==> config.mk <==
export PLATFORM = sky130hd
export DESIGN_NAME = ex_mem_stage
export DESIGN_NICKNAME = d
export VERILOG_FILES = /design/src/rtl/ex_mem_stage_pkg.sv /design/src/rtl/ex_mem_stage_pipe_skid_buf.sv /design/src/rtl/ex_mem_stage.sv
export SDC_FILE = /design/constraint.sdc
export NUM_CORES = 1
export LEC_CHECK = 0
export CAP_MARGIN = 20
export CORE_UTILIZATION = 45
export CTS_CLUSTER_DIAMETER = 60
export CTS_CLUSTER_SIZE = 10
export DETAILED_ROUTE_END_ITERATION = 7
export GPL_TIMING_DRIVEN = 0
export MAX_ROUTING_LAYER = met4
export PLACE_DENSITY = 0.89
export SYNTH_ARGS = -nofsm -noshare
export SYNTH_HDL_FRONTEND = slang
export SYNTH_HIERARCHICAL = 1
export SYNTH_SLANG_ARGS = --single-unit
==> constraint.sdc <==
create_clock -name clk -period 12.8 [get_ports clk]
set_clock_uncertainty 0.1 [all_clocks]
set_input_delay 2.56 -clock clk [delete_from_list [all_inputs] [get_ports clk]]
set_output_delay 2.56 -clock clk [all_outputs]
set_load 0.02 [all_outputs]
==> src/rtl/ex_mem_stage_pkg.sv <==
// Shared definitions for the EX->MEM boundary: result-source encodings,
// skid-buffer occupancy states and payload sizing / branch helpers.
package ex_mem_stage_pkg;

    localparam logic [1:0] RESULT_SRC_ALU = 2'b00;
    localparam logic [1:0] RESULT_SRC_MEM = 2'b01;
    localparam logic [1:0] RESULT_SRC_PC4 = 2'b10;

    typedef enum logic [1:0] {
        SKID_EMPTY = 2'b00,
        SKID_ONE   = 2'b01,
        SKID_FULL  = 2'b10
    } skid_state_e;

    // alu_res + store_data + pc_plus4 + rd + reg_write/mem_read/mem_write + result_src
    function automatic int payload_width(input int data_w, input int reg_w);
        return 3 * data_w + reg_w + 5;
    endfunction

    function automatic logic is_taken(input logic is_branch, input logic is_jump,
                                      input logic cmp);
        return is_jump | (is_branch & cmp);
    endfunction

endpackage

==> src/rtl/ex_mem_stage_pipe_skid_buf.sv <==
// Two-entry valid/ready skid buffer. Ready is a register derived from the
// next occupancy, so there is no combinational path from out_ready to in_ready.
module pipe_skid_buf
    import ex_mem_stage_pkg::*;
#(
    parameter int W = 8
) (
    input  logic         clk,
    input  logic         rst,
    input  logic         flush,
    input  logic         in_valid,
    output logic         in_ready,
    input  logic [W-1:0] in_data,
    output logic         out_valid,
    input  logic         out_ready,
    output logic [W-1:0] out_data
);

    skid_state_e  state_r;
    skid_state_e  state_nxt_s;
    logic [W-1:0] head_r;
    logic [W-1:0] skid_r;
    logic [W-1:0] head_nxt_s;
    logic [W-1:0] skid_nxt_s;
    logic         ready_r;
    logic         accept_s;
    logic         release_s;

    assign accept_s  = in_valid & ready_r & ~flush;
    assign release_s = (state_r != SKID_EMPTY) & out_ready;

    // Occupancy next-state and data movement between head and skid slots
    always_comb begin
        state_nxt_s = state_r;
        head_nxt_s  = head_r;
        skid_nxt_s  = skid_r;
        if (flush) begin
            state_nxt_s = SKID_EMPTY;
        end else begin
            case (state_r)
                SKID_EMPTY: begin
                    if (accept_s) begin
                        head_nxt_s  = in_data;
                        state_nxt_s = SKID_ONE;
                    end else begin
                        state_nxt_s = SKID_EMPTY;
                    end
                end
                SKID_ONE: begin
                    if (accept_s && !release_s) begin
                        skid_nxt_s  = in_data;
                        state_nxt_s = SKID_FULL;
                    end else if (release_s && !accept_s) begin
                        state_nxt_s = SKID_EMPTY;
                    end else if (accept_s && release_s) begin
                        head_nxt_s  = in_data;
                        state_nxt_s = SKID_ONE;
                    end else begin
                        state_nxt_s = SKID_ONE;
                    end
                end
                SKID_FULL: begin
                    if (release_s) begin
                        head_nxt_s  = skid_r;
                        state_nxt_s = SKID_ONE;
                    end else begin
                        state_nxt_s = SKID_FULL;
                    end
                end
                default: begin
                    state_nxt_s = SKID_EMPTY;
                end
            endcase
        end
    end

    // State, storage and registered ready
    always_ff @(posedge clk or posedge rst) begin
        if (rst) begin
            state_r <= SKID_EMPTY;
            head_r  <= {W{1'b0}};
            skid_r  <= {W{1'b0}};
            ready_r <= 1'b1;
        end else begin
            state_r <= state_nxt_s;
            head_r  <= head_nxt_s;
            skid_r  <= skid_nxt_s;
            ready_r <= (state_nxt_s != SKID_FULL);
        end
    end

    assign in_ready  = ready_r;
    assign out_valid = (state_r != SKID_EMPTY);
    assign out_data  = head_r;

endmodule

==> src/rtl/ex_mem_stage.sv <==
// EX->MEM pipeline boundary: buffers the execute result through a skid buffer,
// raises a one-cycle registered redirect for taken branches/jumps, drives forwarding.
module ex_mem_stage
    import ex_mem_stage_pkg::*;
#(
    parameter int DATA_WIDTH = 32,
    parameter int REG_ADDR_W = 5
) (
    input  logic                  clk,
    input  logic                  rst,
    input  logic                  flush,
    input  logic                  ex_valid,
    output logic                  ex_ready,
    input  logic [DATA_WIDTH-1:0] ex_alu_res,
    input  logic [DATA_WIDTH-1:0] ex_store_data,
    input  logic [REG_ADDR_W-1:0] ex_rd,
    input  logic                  ex_reg_write,
    input  logic                  ex_mem_read,
    input  logic                  ex_mem_write,
    input  logic [1:0]            ex_result_src,
    input  logic [DATA_WIDTH-1:0] ex_pc_plus4,
    input  logic                  ex_is_branch,
    input  logic                  ex_is_jump,
    input  logic [DATA_WIDTH-1:0] ex_target,
    output logic                  mem_valid,
    input  logic                  mem_ready,
    output logic [DATA_WIDTH-1:0] mem_alu_res,
    output logic [DATA_WIDTH-1:0] mem_store_data,
    output logic [REG_ADDR_W-1:0] mem_rd,
    output logic                  mem_reg_write,
    output logic                  mem_mem_read,
    output logic                  mem_mem_write,
    output logic [1:0]            mem_result_src,
    output logic [DATA_WIDTH-1:0] mem_pc_plus4,
    output logic                  redirect_valid,
    output logic [DATA_WIDTH-1:0] redirect_pc,
    output logic                  fwd_valid,
    output logic [REG_ADDR_W-1:0] fwd_rd,
    output logic [DATA_WIDTH-1:0] fwd_data,
    output logic                  load_hazard
);

    localparam int PAYLOAD_W = payload_width(DATA_WIDTH, REG_ADDR_W);

    logic [PAYLOAD_W-1:0]  in_payload_s;
    logic [PAYLOAD_W-1:0]  head_payload_s;
    logic                  accept_s;
    logic                  taken_s;
    logic                  redirect_valid_r;
    logic [DATA_WIDTH-1:0] redirect_pc_r;
    logic                  rd_live_s;

    assign in_payload_s = {ex_alu_res, ex_store_data, ex_rd, ex_reg_write,
                           ex_mem_read, ex_mem_write, ex_result_src, ex_pc_plus4};

    assign {mem_alu_res, mem_store_data, mem_rd, mem_reg_write,
            mem_mem_read, mem_mem_write, mem_result_src, mem_pc_plus4} = head_payload_s;

    pipe_skid_buf #(
        .W(PAYLOAD_W)
    ) u_skid (
        .clk      (clk),
        .rst      (rst),
        .flush    (flush),
        .in_valid (ex_valid),
        .in_ready (ex_ready),
        .in_data  (in_payload_s),
        .out_valid(mem_valid),
        .out_ready(mem_ready),
        .out_data (head_payload_s)
    );

    assign accept_s = ex_valid & ex_ready;
    assign taken_s  = is_taken(ex_is_branch, ex_is_jump, ex_alu_res[0]);

    // One-cycle redirect pulse; a flushed accept never redirects
    always_ff @(posedge clk or posedge rst) begin
        if (rst) begin
            redirect_valid_r <= 1'b0;
            redirect_pc_r    <= {DATA_WIDTH{1'b0}};
        end else if (flush) begin
            redirect_valid_r <= 1'b0;
        end else begin
            redirect_valid_r <= accept_s & taken_s;
            if (accept_s && taken_s) begin
                redirect_pc_r <= ex_target;
            end
        end
    end

    assign redirect_valid = redirect_valid_r;
    assign redirect_pc    = redirect_pc_r;

    // Forwarding looks only at the head entry; x0 writes are masked here
    always_comb begin
        rd_live_s   = mem_valid & mem_reg_write & (mem_rd != {REG_ADDR_W{1'b0}});
        fwd_valid   = rd_live_s & (mem_result_src != RESULT_SRC_MEM);
        fwd_rd      = mem_rd;
        load_hazard = rd_live_s & mem_mem_read;
        if (mem_result_src == RESULT_SRC_PC4) begin
            fwd_data = mem_pc_plus4;
        end else begin
            fwd_data = mem_alu_res;
        end
    end

endmodule

==> run metrics, run 1 <==
RSZ-0062 raised after global routing no; total power draw roughly 0.0027 W; placed insts ~1400; power per cell area 172 nW/um2; Post-Layout Cell Count around 1400; synthesized area approximately 11000 um2; dominant cell type by area after synthesis dfrtp_1; # DRC 0; clk slew on worst S/H paths about 0.050 ns; IO Count 325; Final Hold Viols 0; CP Launch Type primary input; total CTS buffers 29; Tightest Hold Check Type flip-flop to flip-flop; pin count of the biggest net entering global routing roughly 130; top cells by area, synth dfrtp_1 (55%), mux2_2 (34%), mux2_4 (3.9%), mux2_1 (1.7%), buf_4 (0.81%); share of the synthesized area in the top cell type between 50% and 60%; status finished clean; Max Slew Vio Count 0; Via density about 5.1; CTS tree yes; met3 Usage GRT 4.82%; synth unique cells 28; met1 Resource Use GR between 20% and 30%; gr usage total a little under a quarter; DIE HEIGHT 159 um; most frequent cells in the layout mux2_2 (336), clkdlybuf4s50_1 (324), dfrtp_1 (247); first-pass GRT wire length 44100 um; setup total negative slack 0 ns; 1st-iter DRT viols roughly 220; GRT Max-Usage Layer met2; # Post-CTS Setup Buffers 0; Resize count post-CTS 0; GP Congestion 0.779; DIE AREA 25400 um2; Die Wd 159 um; Cells after Synth 712; CTS max path bufs 3; gr ovfl total 0; Fmax approximately 0.18 GHz; Skew-Pair Late Insertion Delay 0.53 ns; DRT Pass-1 Iters 4; Synth Net Count 860; via count ~7200; yosys warns 6; htree depth 1; leakage 6.67 nW; share of the yosys chip area belonging to registers a little under three fifths; Worst slew margin around 45%; crit path capture type flip-flop; # clock sinks roughly 250; synthesis-to-layout area growth 40.9%; Port Buffer Count about 320; Starting Density 45.8%; vias in the first global route ~8100; syn avg cell area 15.6 um2; Final HPWL DP 19700 um; Root Driver clkbuf_16; Worst Path Max Fanout 10; final number of setup-violating endpoints 0; Tmin final about 5.7 ns; Final Cycle Share roughly 45%; CORE AREA ~24000 um2; peak supply drop approximately 100 uV; Crit Path Class primary input to flip-flop; Antenna Violating Nets Remaining 0; initial antenna violation count 2; drt wl/cell just under 20 um; maxcap violations 0; met2 Usage GRT a little under two fifths; most common cell after layout, fill and taps aside mux2_2; Crit path required time about 13 ns; worst slew pin tran about 0.83 ns; Crit path arrival time between 5 and 6 ns; row count 57; hold bufs inserted after CTS 0; DRT Wirelength 27400 um; # nets final 1217; Yosys reg bits about 250; layout cells sized above 1 40.4%
## flip-flops by register name, indices dropped and copies added (netlist names)
signal,cells
u_skid/out_data,106
u_skid/skid_r,106
redirect_pc,32
u_skid/state_r,2
redirect_valid,1
u_skid/in_ready,1
## layer usage
metal | up-vias | wire length, um
met5 | - | 0
met4 | 0 | 748
met3 | 53 | 1500
met2 | 226 | 13500
met1 | 3627 | 11600
li1 | 3275 | -
## through the flow
| step | setup WS (ns) | instance area (um2) | hold WS (ns) | utilization [%] |
|---|---|---|---|---|
| after floorplan | 4.26 | 11100 | 0.377 | - |
| after global placement | 1.31 | 14800 | 0.385 | 60.8 |
| after detailed placement | 6.50 | 14800 | 0.392 | 61.1 |
| after CTS | 7.05 | 15700 | 0.405 | 64.5 |
| after global routing | 6.91 | 15700 | 0.419 | 64.5 |
| final | 7.10 | 15700 | 0.404 | 64.5 |
## cells by family after synthesis
family | count (synthesis) | synth area share, %
buf+inv | 54 | 2.64
compound gates | 7 | 0.652
flops | 248 | 55.7
fa+ha+maj | 3 | 0.337
simple gates | 18 | 1.04
mux | 382 | 39.6
## layout make-up
cell class | instances | area, um2
clock inverters | 4 | 73.8
flip-flops and latches | 248 | 6210
plain buffers | 47 | 268
well taps | 324 | 405
diodes | 2 | 5.00
repair buffers | 326 | 3300
multi-input cells | 410 | 4640
inverters | 7 | 33.8
fillers | 1815 | 8620
clock buffers | 40 | 767
## synth_stat cells
cell type  count
o211ai_1       1
clkbuf_1      18
dfstp_2        1
mux2_1        17
or2_2          1
buf_2         13
or3b_2         1
nand2_1        4
nor3_4         1
or4b_1         1
mux2_4        29
nor2b_1        1
dfrtp_1      247
ha_1           3
a21oi_2        1
buf_6          4
a211oi_1       1
buf_4         12
o221a_2        1
nand2b_1       1
or4_1          1
a21oi_1        2
mux2_2       336
nand3b_1       2
nor4bb_1       1
inv_1          7
a2111oi_4      1
nor2_1         4
## power by group
group,total [W],internal [W],switching [W]
sequential,0.00110,0.000978,0.000119
clock,0.000750,0.000451,0.000299
combinational,0.000860,0.000490,0.000369
## final timing paths
kind / startpoint / to / slack (ns) / cells past startpoint
worst min-delay path: u_skid/skid_r[46] / u_skid/skid_r[46] / 0.40 / 1
min in group asynchronous: rst / redirect_pc[10] / 2.43 / 2
worst max register to register: u_skid/state_r[0] / u_skid/out_data[23] / 8.99 / 10
max in group asynchronous: rst / u_skid/skid_r[75] / 9.09 / 3
worst max-delay path: flush / u_skid/out_data[23] / 7.10 / 9
worst min register to register: u_skid/skid_r[46] / u_skid/skid_r[46] / 0.40 / 1
## worst max-delay path: stages
cell	delay (ns)
clkdlybuf4s50_1	0.57
nor2_1	0.26
inv_1	0.09
ha_1	0.19
or4b_1	0.57
a2111oi_4	0.82
buf_4	0.33
buf_4	0.24
mux2_1	0.35
Power figures use the tool's default switching activity.
==> run 2, diff against run 1 <==
==> constraint.sdc (replaced) <==
create_clock -name clk -period 5.5 [get_ports clk]
set_clock_uncertainty 0.1 [all_clocks]
set_input_delay 1.1 -clock clk [delete_from_list [all_inputs] [get_ports clk]]
set_output_delay 1.1 -clock clk [all_outputs]
set_load 0.02 [all_outputs]
==> run 2 against run 1 <==
Effect of this change: global-route usage rose by 0.23 points; clock power rose by 120%; core utilization grew 0.10 points; worst hold slack got worse by 0.00070 ns; register-to-register slack worse by 7.3 ns; combinational power up 130%; final cell count rose by 0.28%; largest power group unchanged; highest routed layer unchanged.
==> run metrics, run 2 (synthesized netlist as in run 1, its figures left out) <==
worst reg-to-reg path cell count 10 (unchanged); DRT Wirelength 27700 um (+0.90%); Worst Path Max Fanout 10 (unchanged); first-pass GRT wire length 44400 um (+0.58%); Worst Setup SP flush; power per cell area 396 nW/um2 (+130%); Starting Density 45.8% (unchanged); WHS Endpoint u_skid/skid_r[50]; drt wl/cell 19.6 um (+0.62%); RR Startpoint u_skid/state_r[0]; IO Count 325 (unchanged); DIE AREA 25400 um2 (unchanged); Post-Layout Cell Count 1412 (+0.28%); DIE HEIGHT 159 um (unchanged); DRT Pass-1 Iters 4 (unchanged); worst slew pin tran 0.797 ns (-0.0305 ns); hold bufs inserted after CTS 0 (unchanged); Fmax about 0.24 GHz; Root Driver clkbuf_16; peak supply drop 280 uV (+170%); CORE AREA 24300 um2 (unchanged); CP Launch Type primary input; hold path depth 1 (unchanged); Tmin final around 4.2 ns; total CTS buffers 29 (unchanged); most common cell after layout, fill and taps aside mux2_2; Die Wd 159 um (unchanged); synthesis-to-layout area growth 41.1%; final number of setup-violating endpoints 0 (unchanged); PnR worst setup slack 1.27 ns (-5.84 ns); pin count of the biggest net entering global routing 43 (-67%); leakage 6.67 nW (about the same); status finished clean; CTS tree yes; row count 57 (unchanged); vias in the first global route 7902 (-1.9%); slowest stage cell on the critical path a2111oi_4; CTS max path bufs 3 (unchanged); Port Buffer Count 324 (unchanged); Final HPWL DP 20200 um (+2.4%); clk slew on worst S/H paths 0.05 ns (about the same); # clock sinks 248 (unchanged); RSZ-0062 raised after global routing no; Final Hold Viols 0 (unchanged); Worst slew margin 46.7% (+1.9 points); via count 7144 (-0.52%); htree depth 1 (unchanged); most frequent cells in the layout mux2_2 (336), clkdlybuf4s50_1 (324), dfrtp_1 (247); # DRC 0 (unchanged); total power draw 0.00623 W (+130%); initial antenna violation count 2 (unchanged); crit path capture type flip-flop; Antenna Violating Nets Remaining 0 (unchanged); final core occ 64.6% (+0.10 points); gr ovfl total 0 (unchanged); placed insts 1366 (+0.29%); GP Congestion 0.822 (+5.4%); Crit Path Class primary input to flip-flop; 1st-iter DRT viols 225 (+3.2%); Via density 5.06 (-0.80%); worst reg2reg endpoint u_skid/out_data[93]; slowest cell delay on critical path 0.77 ns (-0.05 ns); Max Slew Vio Count 0 (unchanged); gr usage total 22.9% (+0.23 points); Skew-Pair Late Insertion Delay 0.52 ns (about the same); reg-to-reg slack, setup 1.70 ns (-7.29 ns); most used cell, CP buf_4; hold path start u_skid/skid_r[50]; maxcap violations 0 (unchanged); Crit path arrival time 4.54 ns (-1.45 ns); Crit path required time 5.80 ns (-7.30 ns); layout cells sized above 1 40.5% (+0.13 points); Critical Path, Cell by Cell clkdlybuf4s50_1 > nor2_1 > inv_1 > ha_1 > or4b_1 > a2111oi_4 > buf_4 > buf_4 > mux2_2; Resize count post-CTS 0 (unchanged); dpl ws 0.695 ns (-5.81 ns); # nets final 1221 (+0.33%); Final Cycle Share about three quarters; # Post-CTS Setup Buffers 0 (unchanged); Tightest Hold Check Type flip-flop to flip-flop
run 2: cell count changes in the layout (fill, tap and decap cells not counted):
cell        change
clkbuf_8        +1
clkinvlp_4      +2
buf_12          +5
buf_16          -1
inv_8           -1
clkbuf_1        +1
bufinv_16       -2
inv_6           -1
run 2: how the worst max path moves through the flow:
stage / endpoint / slack, ns
2_1_floorplan: u_skid/out_data[0] / 1.50
3_3_place_gp: u_skid/out_data[82] / -0.25
3_5_place_dp: u_skid/out_data[15] / 0.70
4_1_cts: u_skid/out_data[93] / 1.25
5_1_grt: u_skid/out_data[12] / 1.13
6_report: u_skid/out_data[93] / 1.27
run 2: area by class of cell:
class | count | area (um2)
inverters | 7 | 30.0
multi-input cells | 410 | 4640
repair buffers | 330 | 3370
flip-flops and latches | 248 | 6210
well taps | 324 | 405
clock buffers | 42 | 785
diodes | 2 | 5.00
plain buffers | 47 | 268
clock inverters | 2 | 12.5
fillers | 1771 | 8600
run 2: where the power goes:
part	total (W)	switching, W	internal, W	leakage, nW
combinational	0.00201	0.000863	0.00115	3.26
clock	0.00166	0.000694	0.000970	0.383
sequential	0.00256	0.000281	0.00228	3.03
run 2: routing by layer:
layer  part of all wire (%)  global-route usage, %
met1                     43                   28.7
met2                     49                   37.7
met4                    3.0                   6.91
met3                    5.1                   4.40
met5                      0                      -
run 2: through the flow:
step	hold WS (ns)	area (um2)	setup TNS [ns]
floorplan	0.377	11100	0
global placement	0.385	14800	-50.02
detailed placement	0.392	14900	0
CTS	0.405	15700	0
global route	0.416	15700	0
finish	0.403	15700	0
run 2: critical path: cells and delay by family:
family                     cells  cell delay, ns
muxes                          1            0.36
and+or+nand+nor                2            0.86
adders and majority gates      1            0.20
buffers and inverters          4            1.24
AOI/OAI and AO/OA              1            0.77
